$ cat config.mk
export PLATFORM = sky130hd
export DESIGN_NAME = rtc_time_ctrl
export DESIGN_NICKNAME = d
export VERILOG_FILES = /design/src/rtl/rtc_pkg.sv /design/src/rtl/rtc_snap_tx.sv /design/src/rtl/rtc_time_ctrl.sv
export SDC_FILE = /design/constraint.sdc
export NUM_CORES = 1
export LEC_CHECK = 0
export CELL_PAD_IN_SITES_DETAIL_PLACEMENT = 2
export CELL_PAD_IN_SITES_GLOBAL_PLACEMENT = 2
export CORE_MARGIN = 4
export CORE_UTILIZATION = 33
export CTS_CLUSTER_DIAMETER = 150
export DETAILED_ROUTE_END_ITERATION = 8
export GPL_TIMING_DRIVEN = 0
export PLACE_DENSITY_LB_ADDON = 0.25
export SLEW_MARGIN = 20
export SYNTH_ARGS = -nofsm -noshare
export SYNTH_HDL_FRONTEND = slang
export SYNTH_HIERARCHICAL = 1
export SYNTH_SLANG_ARGS = --single-unit
$ cat constraint.sdc
create_clock -name clk -period 5.45 [get_ports clk]
set_input_delay 0.545 -clock clk [delete_from_list [all_inputs] [get_ports clk]]
set_output_delay 0.545 -clock clk [all_outputs]
set_load 0.005 [all_outputs]
$ cat src/rtl/rtc_pkg.sv
// Shared definitions for the RTC time controller: default timer width,
// byte count and the state encodings of the write and read FSMs.
package rtc_pkg;

  localparam int TIME_W_DEFAULT = 64;
  localparam int BYTES          = TIME_W_DEFAULT / 8;

  typedef enum logic [1:0] {
    W_IDLE    = 2'd0,
    W_COLLECT = 2'd1,
    W_ARMED   = 2'd2,
    W_LOAD    = 2'd3
  } wr_state_e;

  typedef enum logic {
    R_IDLE = 1'b0,
    R_SEND = 1'b1
  } rd_state_e;

endpackage

$ cat src/rtl/rtc_snap_tx.sv
// Snapshot transmitter: captures the running time in a single cycle and
// streams it out least-significant byte first over a valid/ready interface.
module rtc_snap_tx
  import rtc_pkg::*;
#(
  parameter int TIME_W = TIME_W_DEFAULT
) (
  input  logic              clk,
  input  logic              rst,
  input  logic              rd_req,
  input  logic              rd_ready,
  input  logic [TIME_W-1:0] cur_time,
  output logic              rd_valid,
  output logic [7:0]        rd_data,
  output logic              busy
);

  localparam int NBYTES = TIME_W / 8;
  localparam int CNT_W  = $clog2(NBYTES + 1);
  localparam logic [CNT_W-1:0] LAST_IDX = CNT_W'(NBYTES - 1);

  rd_state_e         r_state;
  rd_state_e         w_next;
  logic [TIME_W-1:0] r_snap;
  logic [CNT_W-1:0]  r_rcnt;
  logic              w_take;

  assign rd_valid = (r_state == R_SEND);
  assign rd_data  = r_snap[7:0];
  assign busy     = (r_state != R_IDLE);
  assign w_take   = rd_valid & rd_ready;

  // Read FSM state register.
  always_ff @(posedge clk or posedge rst) begin
    if (rst) r_state <= R_IDLE;
    else     r_state <= w_next;
  end

  // Next state: a request starts a send; the last accepted byte ends it.
  always_comb begin
    w_next = r_state;
    case (r_state)
      R_IDLE: if (rd_req) w_next = R_SEND;
      R_SEND: if (w_take && (r_rcnt == LAST_IDX)) w_next = R_IDLE;
      default: w_next = R_IDLE;
    endcase
  end

  // Whole-word capture keeps the snapshot atomic; shift out one byte per accept.
  always_ff @(posedge clk or posedge rst) begin
    if (rst) begin
      r_snap <= '0;
      r_rcnt <= '0;
    end else if ((r_state == R_IDLE) && rd_req) begin
      r_snap <= cur_time;
      r_rcnt <= '0;
    end else if (w_take) begin
      r_snap <= r_snap >> 8;
      r_rcnt <= r_rcnt + CNT_W'(1);
    end
  end

endmodule

$ cat src/rtl/rtc_time_ctrl.sv
// RTC time controller: collects a new time byte-wise, loads it into the
// epoch timer (optionally aligned to the next second tick) and serves
// atomic snapshots of the running time through rtc_snap_tx.
module rtc_time_ctrl
  import rtc_pkg::*;
#(
  parameter int   TIME_W     = TIME_W_DEFAULT,
  parameter logic ALIGN_LOAD = 1'b1
) (
  input  logic              clk,
  input  logic              rst,
  input  logic              wr_valid,
  input  logic [7:0]        wr_data,
  output logic              wr_ready,
  input  logic              wr_abort,
  input  logic              rd_req,
  output logic              rd_valid,
  output logic [7:0]        rd_data,
  input  logic              rd_ready,
  input  logic              one_hz,
  input  logic [TIME_W-1:0] cur_time,
  output logic              count_enable,
  output logic              load_enable,
  output logic [TIME_W-1:0] i_time,
  output logic              set_done,
  output logic              busy
);

  localparam int NBYTES = TIME_W / 8;
  localparam int CNT_W  = $clog2(NBYTES + 1);
  localparam logic [CNT_W-1:0] LAST_IDX = CNT_W'(NBYTES - 1);

  wr_state_e         r_wstate;
  wr_state_e         w_wnext;
  logic [CNT_W-1:0]  r_wcnt;
  logic [TIME_W-1:0] r_itime;
  logic              w_accept;
  logic              w_last;
  logic              w_abortHit;
  logic              w_rdBusy;

  assign wr_ready     = (r_wstate == W_IDLE) || (r_wstate == W_COLLECT);
  assign w_abortHit   = wr_abort && (r_wstate != W_LOAD);
  assign w_accept     = wr_valid && wr_ready && !wr_abort;
  assign w_last       = (r_wcnt == LAST_IDX);
  assign load_enable  = (r_wstate == W_LOAD);
  assign set_done     = (r_wstate == W_LOAD);
  assign count_enable = (r_wstate != W_LOAD);
  assign i_time       = r_itime;
  assign busy         = (r_wstate != W_IDLE) || w_rdBusy;

  // Write FSM state register.
  always_ff @(posedge clk or posedge rst) begin
    if (rst) r_wstate <= W_IDLE;
    else     r_wstate <= w_wnext;
  end

  // Next state: the ARMED state only listens to one_hz from the cycle after the last byte.
  always_comb begin
    w_wnext = r_wstate;
    case (r_wstate)
      W_IDLE, W_COLLECT: begin
        if (w_abortHit)    w_wnext = W_IDLE;
        else if (w_accept) w_wnext = w_last ? (ALIGN_LOAD ? W_ARMED : W_LOAD) : W_COLLECT;
      end
      W_ARMED: begin
        if (w_abortHit)  w_wnext = W_IDLE;
        else if (one_hz) w_wnext = W_LOAD;
      end
      W_LOAD:  w_wnext = W_IDLE;
      default: w_wnext = W_IDLE;
    endcase
  end

  // Byte buffer: each accepted byte lands in its own lane of i_time, which then holds until the next set.
  always_ff @(posedge clk or posedge rst) begin
    if (rst) begin
      r_wcnt  <= '0;
      r_itime <= '0;
    end else if (w_abortHit) begin
      r_wcnt <= '0;
    end else if (w_accept) begin
      for (int b = 0; b < NBYTES; b++) begin
        if (r_wcnt == CNT_W'(b)) r_itime[8*b +: 8] <= wr_data;
      end
      r_wcnt <= w_last ? '0 : (r_wcnt + CNT_W'(1));
    end
  end

  rtc_snap_tx #(
    .TIME_W (TIME_W)
  ) u_snap (
    .clk      (clk),
    .rst      (rst),
    .rd_req   (rd_req),
    .rd_ready (rd_ready),
    .cur_time (cur_time),
    .rd_valid (rd_valid),
    .rd_data  (rd_data),
    .busy     (w_rdBusy)
  );

endmodule

==> results of run 1 <==
## state kept, by name, indices dropped and copies added (netlist names)
signal	count
u_snap/r_rcnt	4
r_wcnt	4
u_snap/r_snap	64
r_wstate	2
i_time	64
u_snap/busy	1
## layer usage
layer | vias up | routed length, um
met3 | 18 | 622
met4 | 0 | 331
met5 | - | 0
met1 | 2294 | 8110
met2 | 97 | 9910
li1 | 2023 | -
## stage by stage
stage	worst slack, ns	utilization (%)
floorplan	3.14	-
global placement	1.92	44.2
detailed placement	2.90	44.5
CTS	3.07	47.7
global route	3.05	47.7
finish	3.11	47.7
## cells in the mapped netlist
library cell	count
a21oi_1	4
a22o_1	9
a22oi_1	48
and2_1	1
and3_1	1
and4bb_2	1
buf_2	16
buf_4	12
buf_6	1
clkbuf_1	6
dfrtp_1	139
ha_1	5
inv_1	10
mux2_1	2
mux2_2	65
mux2i_1	9
mux2i_2	1
nand2_1	109
nand2b_1	1
nand3_1	1
nand3_2	6
nand3b_1	3
nand4_1	3
nand4b_1	2
nor2_1	3
nor2_2	1
nor2b_1	2
nor3b_1	1
nor3b_4	1
o211ai_1	2
o21ai_0	4
o21ai_1	8
o22a_1	1
or3_1	1
## layout make-up
| type | instances | share of cell area, % |
|---|---|---|
| inverter | 10 | 0.516 |
| buffer | 35 | 2.47 |
| tap | 225 | 3.41 |
| sequential | 139 | 42.2 |
| clock buffer | 18 | 5.20 |
| timing repair buffer | 157 | 19.4 |
| multi-input combinational | 295 | 25.3 |
| clock inverter | 13 | 1.49 |
## logic make-up (layout without fill, tap and decap cells)
kind of cell / after synthesis / count (layout)
AOI/OAI and AO/OA: 76 / 76
adders and majority gates: 5 / 5
buffers and inverters: 45 / 233
DFF: 139 / 139
muxes: 77 / 77
and+or+nand+nor: 137 / 137
## power by group through the flow
stage / Clock, mW / Sequential, mW / Combinational, mW
finish: 1.08 / 1.40 / 0.714
global route: 1.16 / 1.42 / 0.785
CTS: 1.11 / 1.40 / 0.731
detailed placement: 0 / 1.41 / 0.719
global placement: 0 / 1.40 / 0.673
floorplan: 0 / 1.37 / 0.327
## worst max path at each step
stage	from	endpoint	slack [ns]	cells past startpoint
floorplan	rst	i_time[0]$_DFFE_PP0P_	3.14	1
global placement	rst	u_snap/r_snap[45]$_DFFE_PP0P_	1.92	2
detailed placement	wr_valid	i_time[60]$_DFFE_PP0P_	2.90	4
CTS	r_wstate[1]$_DFFE_PP0P_	busy	3.07	3
global route	r_wstate[1]$_DFFE_PP0P_	busy	3.05	3
finish	r_wstate[1]$_DFFE_PP0P_	busy	3.11	3
## worst max-delay path: cells and delay by family, from the launching register on
family        cells  cell delay (ns)
flops             1             0.35
simple gates      1             0.39
buf+inv           2             0.64
==> run_results.csv, run 1 <==
group,metric,value,unit
synth,synthesis.area,5810,um^2
grt,first_global_vias,5129,
grt,antenna_found_initial,0,
pwr,pwr-share-seq,43.8,%
place,place_area,7700,um^2
worst_setup_path,cp_max_fo,9,
finish,final_area,8250,um^2
min_path,min_from,"wr_abort",
grt,top_usage_layer,"met2",
floorplan,dieArea,19800,um^2
sta,fin_skew,0.00739,ns
min_path,hold_path_class,"primary input to register",
finish,nets,739,
min_path,hold_path_depth,2,
sta,relSlewSlack,60.6,%
finish,fillers,1742,
sta,hold_viol,0,
cts,path_clk_slew,0.06,ns
drt,drc,0,
cts,post-cts-setup-buffer-count,0,
synth,netlist_top_cells_area,"dfrtp_1, mux2_2, nand2_1",
pwr,p_leak,3.88,nW
synth,synth_xor_area_share,0,%
grt,met2_usage,33.9,%
cts,cts_buffers,17,
floorplan,ios,157,
grt,gr-total-overflow,0,
sta,rsz0062_at_grt,"false",
grt,globalRouteTotalUtil,19.7,%
cts,root_buffer,"clkbuf_16",
grt,grt_use_met1,24.9,%
synth,synth_cells,479,
drt,dr.pass1.iters,4,
finish,multiInputGateArea,2090,um^2
pwr,netSwitchingFraction,28.0,%
finish,antenna_cells,0,
place,dp_hpwl,13.8,mm
cts,ctsHoldBuffers,0,
pwr,combPwrFrac,22.4,%
grt,grt_pass1_wl,29.9,mm
worst_setup_path,r2r-start,"r_wcnt[0]$_DFFE_PP0P_",
grt,grt_util_met3,3.63,%
synth,synth_top_family_by_area,"multiplexers",
floorplan,die_x,141,um
sta,finalMaxSlewViolations,0,
worst_setup_path,required,4.91,ns
grt,grt_max_degree,57,
worst_setup_path,startpoint_type,"register",
cts,cts_buffer_depth,2,
synth,syn_avg_cell_area,12.1,um^2
cts,post_cts_resized,0,
pwr,power,3.19,mW
sta,hold_slack,0.424,ns
cts,cts.sinks,139,
synth,synth_fa_ha_area_share,1.08,%
drt,vias,4432,
drt,wirelength,19.0,mm
synth,ys_warn_count,6,
drt,wl_per_cell,21.3,um
status,status,"finished, final reports clean",
cts,cts_max_level,4,
synth,synthSimpleGateAreaFrac,10.8,%
place,placed_cells,861,
finish,layout_common_cells,"clkdlybuf4s50_1, dfrtp_1, nand2_1, mux2_2, a22oi_1",
min_path,worstHoldEndpoint,"r_wstate[1]$_DFFE_PP0P_",
worst_setup_path,crit_chain,"buf_2 > or3_1 > clkdlybuf4s50_1",
sta,fmax,0.428,GHz
cts,tritoncts,"built",
worst_setup_path,r2r_cells,5,
synth,synth-seq-area-share,59.9,%
sta,finalSetupViolCount,0,
worst_setup_path,cpMaxStageDelayCell,"clkdlybuf4s50_1",
sta,tns,0,ns
finish,final_cells,892,
pwr,power_density,386,nW/um^2
worst_setup_path,max_stage_delay,0.46,ns
floorplan,die_h,141,um
floorplan,fp.coreArea,17300,um^2
drt,drtIter0Drc,195,
job,maxCapViolations,0,
finish,regArea,3480,um^2
synth,ys_types,34,
pwr,ir_drop,0.245,mV
synth,synth_top_area_share,59.9,%
drt,antenna_left,0,
synth,synth_seq_cells,139,
pwr,p_int,2.30,mW
sta,worst_pin_slew,0.592,ns
sta,period_minus_slack,2.34,ns
floorplan,num_rows,48,
worst_setup_path,r2r_end,"i_time[50]$_DFFE_PP0P_",
finish,final_common_cell,"clkdlybuf4s50_1",
pwr,p_switching,0.891,mW
floorplan,start_util,33.6,%
synth,muxShareOfSynthArea,14.8,%
sta,fin_crit_sh,42.9,%
drt,vias_per_cell,4.97,
place,portBuffers,155,
synth,syn-num-nets,563,
worst_setup_path,cp.arrival,1.79,ns
place,gp_congestion,0.817,
synth,synth_compound_area_share,9.35,%
worst_setup_path,worstSetupPathType,"register to primary output",
finish,drive_gt1_share,20.7,%
cts,clock_latency,0.41,ns
finish,area_growth_syn_to_layout,41.9,%
pwr,p_clk_share,33.8,%
worst_setup_path,r2r_slack,3.53,ns
worst_setup_path,end_kind,"primary output",
synth,synth_top_area_cell,"dfrtp_1",
(Power assumes the default switching activity.)
==> run 2: changes to the inputs <==
--- a/config.mk
+++ b/config.mk
@@ -8,7 +8,7 @@
 export CELL_PAD_IN_SITES_DETAIL_PLACEMENT = 2
 export CELL_PAD_IN_SITES_GLOBAL_PLACEMENT = 2
 export CORE_MARGIN = 4
-export CORE_UTILIZATION = 33
+export CORE_UTILIZATION = 31
 export CTS_CLUSTER_DIAMETER = 150
 export DETAILED_ROUTE_END_ITERATION = 8
 export GPL_TIMING_DRIVEN = 0
==> constraint.sdc (replaced) <==
create_clock -name clk -period 2.3 [get_ports clk]
set_input_delay 0.23 -clock clk [delete_from_list [all_inputs] [get_ports clk]]
set_output_delay 0.23 -clock clk [all_outputs]
set_load 0.005 [all_outputs]
==> run 2 against run 1 <==
Against the previous run:
- sequential share of layout area shrank 0.19 points
- register-to-register slack lost 3.2 ns
- critical endpoint unchanged
- global-route usage shrank 1.4 points
- worst setup slack lost 2.9 ns
- non-clock buffer count is the same
- clock skew grew 0.0094 ns
- sequential power grew 140%
- via count shrank 0.34%
- cell count grew 0.56%
- first-iteration DRC count shrank 16%
==> run_results.csv, run 2 (synthesis results as in run 1) <==
group,metric,value,unit
status,status,"finished, final reports clean",
grt,first_global_vias,5173,
drt,dr.pass1.iters,4,
cts,post-cts-setup-buffer-count,0,
place,gp_congestion,0.777,
finish,nets,739,
pwr,p_leak,3.90,nW
floorplan,start_util,31.9,%
worst_setup_path,end_kind,"primary output",
grt,grt_max_degree,42,
place,place_worst_setup_slack,0.0538,ns
drt,wirelength,18.6,mm
floorplan,ios,157,
cts,clock_latency,0.42,ns
place,portBuffers,155,
finish,drive_gt1_share,20.8,%
finish,layout_common_cells,"clkdlybuf4s50_1, dfrtp_1, nand2_1, mux2_2, a22oi_1",
drt,wl_per_cell,20.7,um
cts,ctsHoldBuffers,0,
grt,grt_pass1_wl,30.4,mm
grt,gr-total-overflow,0,
cts,cts_buffer_depth,2,
floorplan,die_h,145,um
sta,relSlewSlack,61.5,%
finish,final_common_cell,"clkdlybuf4s50_1",
cts,root_buffer,"clkbuf_16",
worst_setup_path,startpoint_type,"register",
sta,tns,0,ns
drt,vias_per_cell,4.92,
sta,fin_crit_sh,88.8,%
drt,drtIter0Drc,163,
cts,cts.sinks,139,
worst_setup_path,worstSetupPathType,"register to primary output",
floorplan,fp.coreArea,18200,um^2
drt,drc,0,
worst_setup_path,required,2.07,ns
grt,globalRouteTotalUtil,18.3,%
sta,fin_skew,0.0168,ns
sta,layout_setup_ws,0.257,ns
min_path,hold_path_class,"primary input to register",
place,place_area,7690,um^2
pwr,power_density,933,nW/um^2
finish,area_growth_syn_to_layout,42.6,%
finish,antenna_cells,0,
worst_setup_path,cp.arrival,1.81,ns
floorplan,dieArea,21000,um^2
floorplan,num_rows,49,
sta,finalSetupViolCount,0,
sta,worst_pin_slew,0.576,ns
cts,tritoncts,"built",
job,maxCapViolations,0,
sta,fmax,0.490,GHz
finish,final_area,8290,um^2
grt,antenna_found_initial,0,
sta,finalMaxSlewViolations,0,
drt,antenna_left,0,
sta,period_minus_slack,2.04,ns
cts,path_clk_slew,0.06,ns
floorplan,die_x,145,um
worst_setup_path,cp_max_fo,9,
pwr,ir_drop,0.581,mV
sta,hold_viol,0,
place,dp_hpwl,13.7,mm
cts,cts_buffers,17,
cts,post_cts_resized,0,
drt,vias,4417,
sta,rsz0062_at_grt,"false",
cts,cts_max_level,4,
==> run 2: power breakdown <==
group          leakage, nW  switching (mW)  internal (mW)
clock                0.288            1.15           1.63
combinational         1.75           0.689          0.978
sequential            1.86           0.319           2.97
total                 3.90            2.15           5.58
==> run 2: metal layers <==
layer / track usage, % / share of wire [%]
met1: 23.8 / 44
met2: 31.4 / 51
met3: 3.49 / 2.9
met4: 4.75 / 1.3
met5: 0 / 0
==> run 2: path summary, 6_finish.rpt <==
path	end	slack, ns	cells past startpoint	start
worst max-delay path	busy	0.26	3	r_wstate[1]$_DFFE_PP0P_
min in group asynchronous	r_wstate[1]$_DFFE_PP0P_	0.26	2	rst
worst min register to register	u_snap/r_snap[2]$_DFFE_PP0P_	0.48	2	u_snap/r_snap[2]$_DFFE_PP0P_
worst max register to register	i_time[18]$_DFFE_PP0P_	0.38	5	r_wcnt[0]$_DFFE_PP0P_
max in group asynchronous	u_snap/r_snap[62]$_DFFE_PP0P_	1.46	3	rst
worst min-delay path	r_wstate[0]$_DFFE_PP0P_	0.12	2	wr_abort
==> run 2: metrics by stage <==
| step | power, mW | instances | hold WS, ns | util (%) |
|---|---|---|---|---|
| CTS | 7.85 | 897 | 0.101 | 45.5 |
| floorplan | 4.03 | 479 | 0.352 | - |
| finish | 7.73 | 897 | 0.124 | 45.5 |
| detailed placement | 5.03 | 865 | 0.468 | 42.3 |
| global route | 8.17 | 897 | 0.119 | 45.5 |
| global placement | 4.91 | 863 | 0.462 | 42.0 |
==> run 2: cell type report <==
class                      instances  area, um^2
fill                            1813        9920
timing repair buffer             157        1590
inverter                          10        42.5
sequential                       139        3480
tap                              229         287
multi-input combinational        295        2090
buffer                            35         204
clock inverter                    14         163
clock buffer                      18         429
==> run 2: worst max-delay path: stages, from the launching register on <==
cell and delay (ns):
dfrtp_1 0.37, buf_2 0.19, or3_1 0.39, clkdlybuf4s50_1 0.46
==> run 3: changes to the inputs <==
--- a/config.mk
+++ b/config.mk
@@ -8,9 +8,10 @@
 export CELL_PAD_IN_SITES_DETAIL_PLACEMENT = 2
 export CELL_PAD_IN_SITES_GLOBAL_PLACEMENT = 2
 export CORE_MARGIN = 4
-export CORE_UTILIZATION = 31
+export CORE_UTILIZATION = 39
 export CTS_CLUSTER_DIAMETER = 150
 export DETAILED_ROUTE_END_ITERATION = 8
+export DONT_BUFFER_PORTS = 1
 export GPL_TIMING_DRIVEN = 0
 export PLACE_DENSITY_LB_ADDON = 0.25
 export SLEW_MARGIN = 20
==> run 3 against run 2 <==
Against the previous run:
- maximum frequency rose by 12%
- clock skew fell by 0.0085 ns
- cell area fell by 9.8%
- clock power rose by 5%
- first-iteration DRC count rose by 1.2%
- worst hold slack got worse by 0.12 ns
- sequential cell count did not move
- via count fell by 6.0%
- worst setup slack improved by 0.23 ns
- register-to-register slack improved by 0.10 ns
- clock-buffer cell count did not move
- critical endpoint is now i_time[51]$_DFFE_PP0P_
==> run_results.csv, run 3 (synthesis results as in run 1) <==
group,metric,value,unit
cts,tritoncts,"built",
drt,dr.pass1.iters,4,
cts,clock_latency,0.42,ns
worst_setup_path,r2r-start,"r_wcnt[0]$_DFFE_PP0P_",
floorplan,start_util,39.8,%
drt,drc,0,
worst_setup_path,cp.arrival,2.12,ns
finish,layout_common_cells,"dfrtp_1, nand2_1, dlygate4sd3_1, mux2_2, a22oi_1",
sta,hold_slack,0.00512,ns
place,portBuffers,0,
worst_setup_path,worstSetupPathType,"register to register",
min_path,worstHoldEndpoint,"u_snap/r_snap[23]$_DFFE_PP0P_",
worst_setup_path,required,2.60,ns
drt,wl_per_cell,23.9,um
drt,vias,4152,
job,maxCapViolations,0,
pwr,ir_drop,0.652,mV
worst_setup_path,end_kind,"register",
floorplan,die_h,130,um
sta,finalSetupViolCount,0,
cts,cts.sinks,139,
sta,worst_pin_slew,0.622,ns
cts,cts_buffers,17,
sta,period_minus_slack,1.82,ns
finish,nets,659,
cts,root_buffer,"clkbuf_16",
cts,cts_max_level,4,
drt,dr_wl_met3,871,um
sta,fin_crit_sh,79.0,%
floorplan,num_rows,44,
sta,finalMaxSlewViolations,0,
min_path,min_from,"cur_time[23]",
grt,globalRouteTotalUtil,22.8,%
pwr,power_density,997,nW/um^2
sta,relSlewSlack,58.5,%
pwr,power,7.45,mW
drt,top_layer,"met4",
grt,gr-total-overflow,0,
cts,path_clk_slew,0.06,ns
worst_setup_path,r2r_cells,5,
floorplan,die_x,130,um
finish,drive_gt1_share,23.6,%
sta,fmax,0.550,GHz
finish,final_common_cell,"dfrtp_1",
sta,tns,0,ns
drt,wl_met2,10.1,mm
sta,rsz0062_at_grt,"false",
floorplan,fp.coreArea,14600,um^2
pwr,p_leak,3.64,nW
place,dp_hpwl,11.7,mm
worst_setup_path,cp_max_fo,8,
status,status,"finished, final reports clean",
grt,first_global_vias,4922,
floorplan,dieArea,16900,um^2
worst_setup_path,r2r_end,"i_time[51]$_DFFE_PP0P_",
min_path,hold_path_class,"primary input to register",
cts,post-cts-setup-buffer-count,0,
finish,area_growth_syn_to_layout,28.6,%
drt,drtIter0Drc,165,
grt,antenna_found_initial,1,
worst_setup_path,r2r_slack,0.48,ns
min_path,hold_path_depth,2,
drt,wirelength,18.5,mm
floorplan,ios,157,
drt,vias_per_cell,5.37,
cts,cts_buffer_depth,2,
grt,grt_max_degree,44,
sta,fin_skew,0.00830,ns
drt,antenna_left,0,
place,gp_congestion,0.743,
worst_setup_path,startpoint_type,"register",
sta,hold_viol,0,
drt,wl_met1,7.14,mm
grt,grt_pass1_wl,28.8,mm
-- run 3: worst max-delay path by stage --
stage                                      from                       endpoint  slack, ns
after floorplan                             rst          i_time[0]$_DFFE_PP0P_       0.30
after global placement                      rst  u_snap/r_snap[12]$_DFFE_PP0P_      -0.52
after detailed placement  r_wcnt[0]$_DFFE_PP0P_         i_time[54]$_DFFE_PP0P_       0.49
after CTS                 r_wcnt[0]$_DFFE_PP0P_         i_time[21]$_DFFE_PP0P_       0.47
after global routing      r_wcnt[0]$_DFFE_PP0P_         i_time[23]$_DFFE_PP0P_       0.37
final                     r_wcnt[0]$_DFFE_PP0P_         i_time[51]$_DFFE_PP0P_       0.48
-- run 3: cell type report --
type                       instances  area [um^2]
fill                            1381         7120
sequential                       139         3480
multi-input combinational        295         2090
timing repair buffer              77          798
clock buffer                      18          429
tap                              184          230
buffer                            35          204
clock inverter                    14          196
inverter                          10         42.5
antenna                            1         2.50
-- run 3: per-layer routing --
metal	vias up	GRT usage (%)
met5	-	0
met4	0	7.27
met3	19	5.65
met2	93	41.2
met1	2171	26.5
li1	1869	-
-- run 3: worst max-delay path: stages, from the launching register on --
cell	delay, ns
dfrtp_1	0.40
inv_1	0.11
ha_1	0.21
and4bb_2	0.24
nand2_1	0.35
mux2_2	0.40
-- run 3: stage by stage --
step / utilization [%] / setup slack, ns / std cells / cell area (um^2)
final: 51.2 / 0.482 / 773 / 7470
after global routing: 51.2 / 0.370 / 773 / 7470
after CTS: 51.2 / 0.469 / 772 / 7470
after detailed placement: 41.8 / 0.492 / 665 / 6090
after global placement: 41.4 / -0.519 / 663 / 6040
after floorplan: - / 0.302 / 479 / 5810
-- run 3: timing repair --
| item | in CTS | in global routing |
|---|---|---|
| hold buffers | 75 | 0 |
| resized for setup | 0 | 0 |
| endpoints found under the hold margin | 183 | 0 |
-- run 3: power by group --
group,leakage [nW],internal (mW),switching [mW]
Combinational,1.49,0.563,0.584
Sequential,1.86,2.98,0.406
Clock,0.285,1.82,1.10
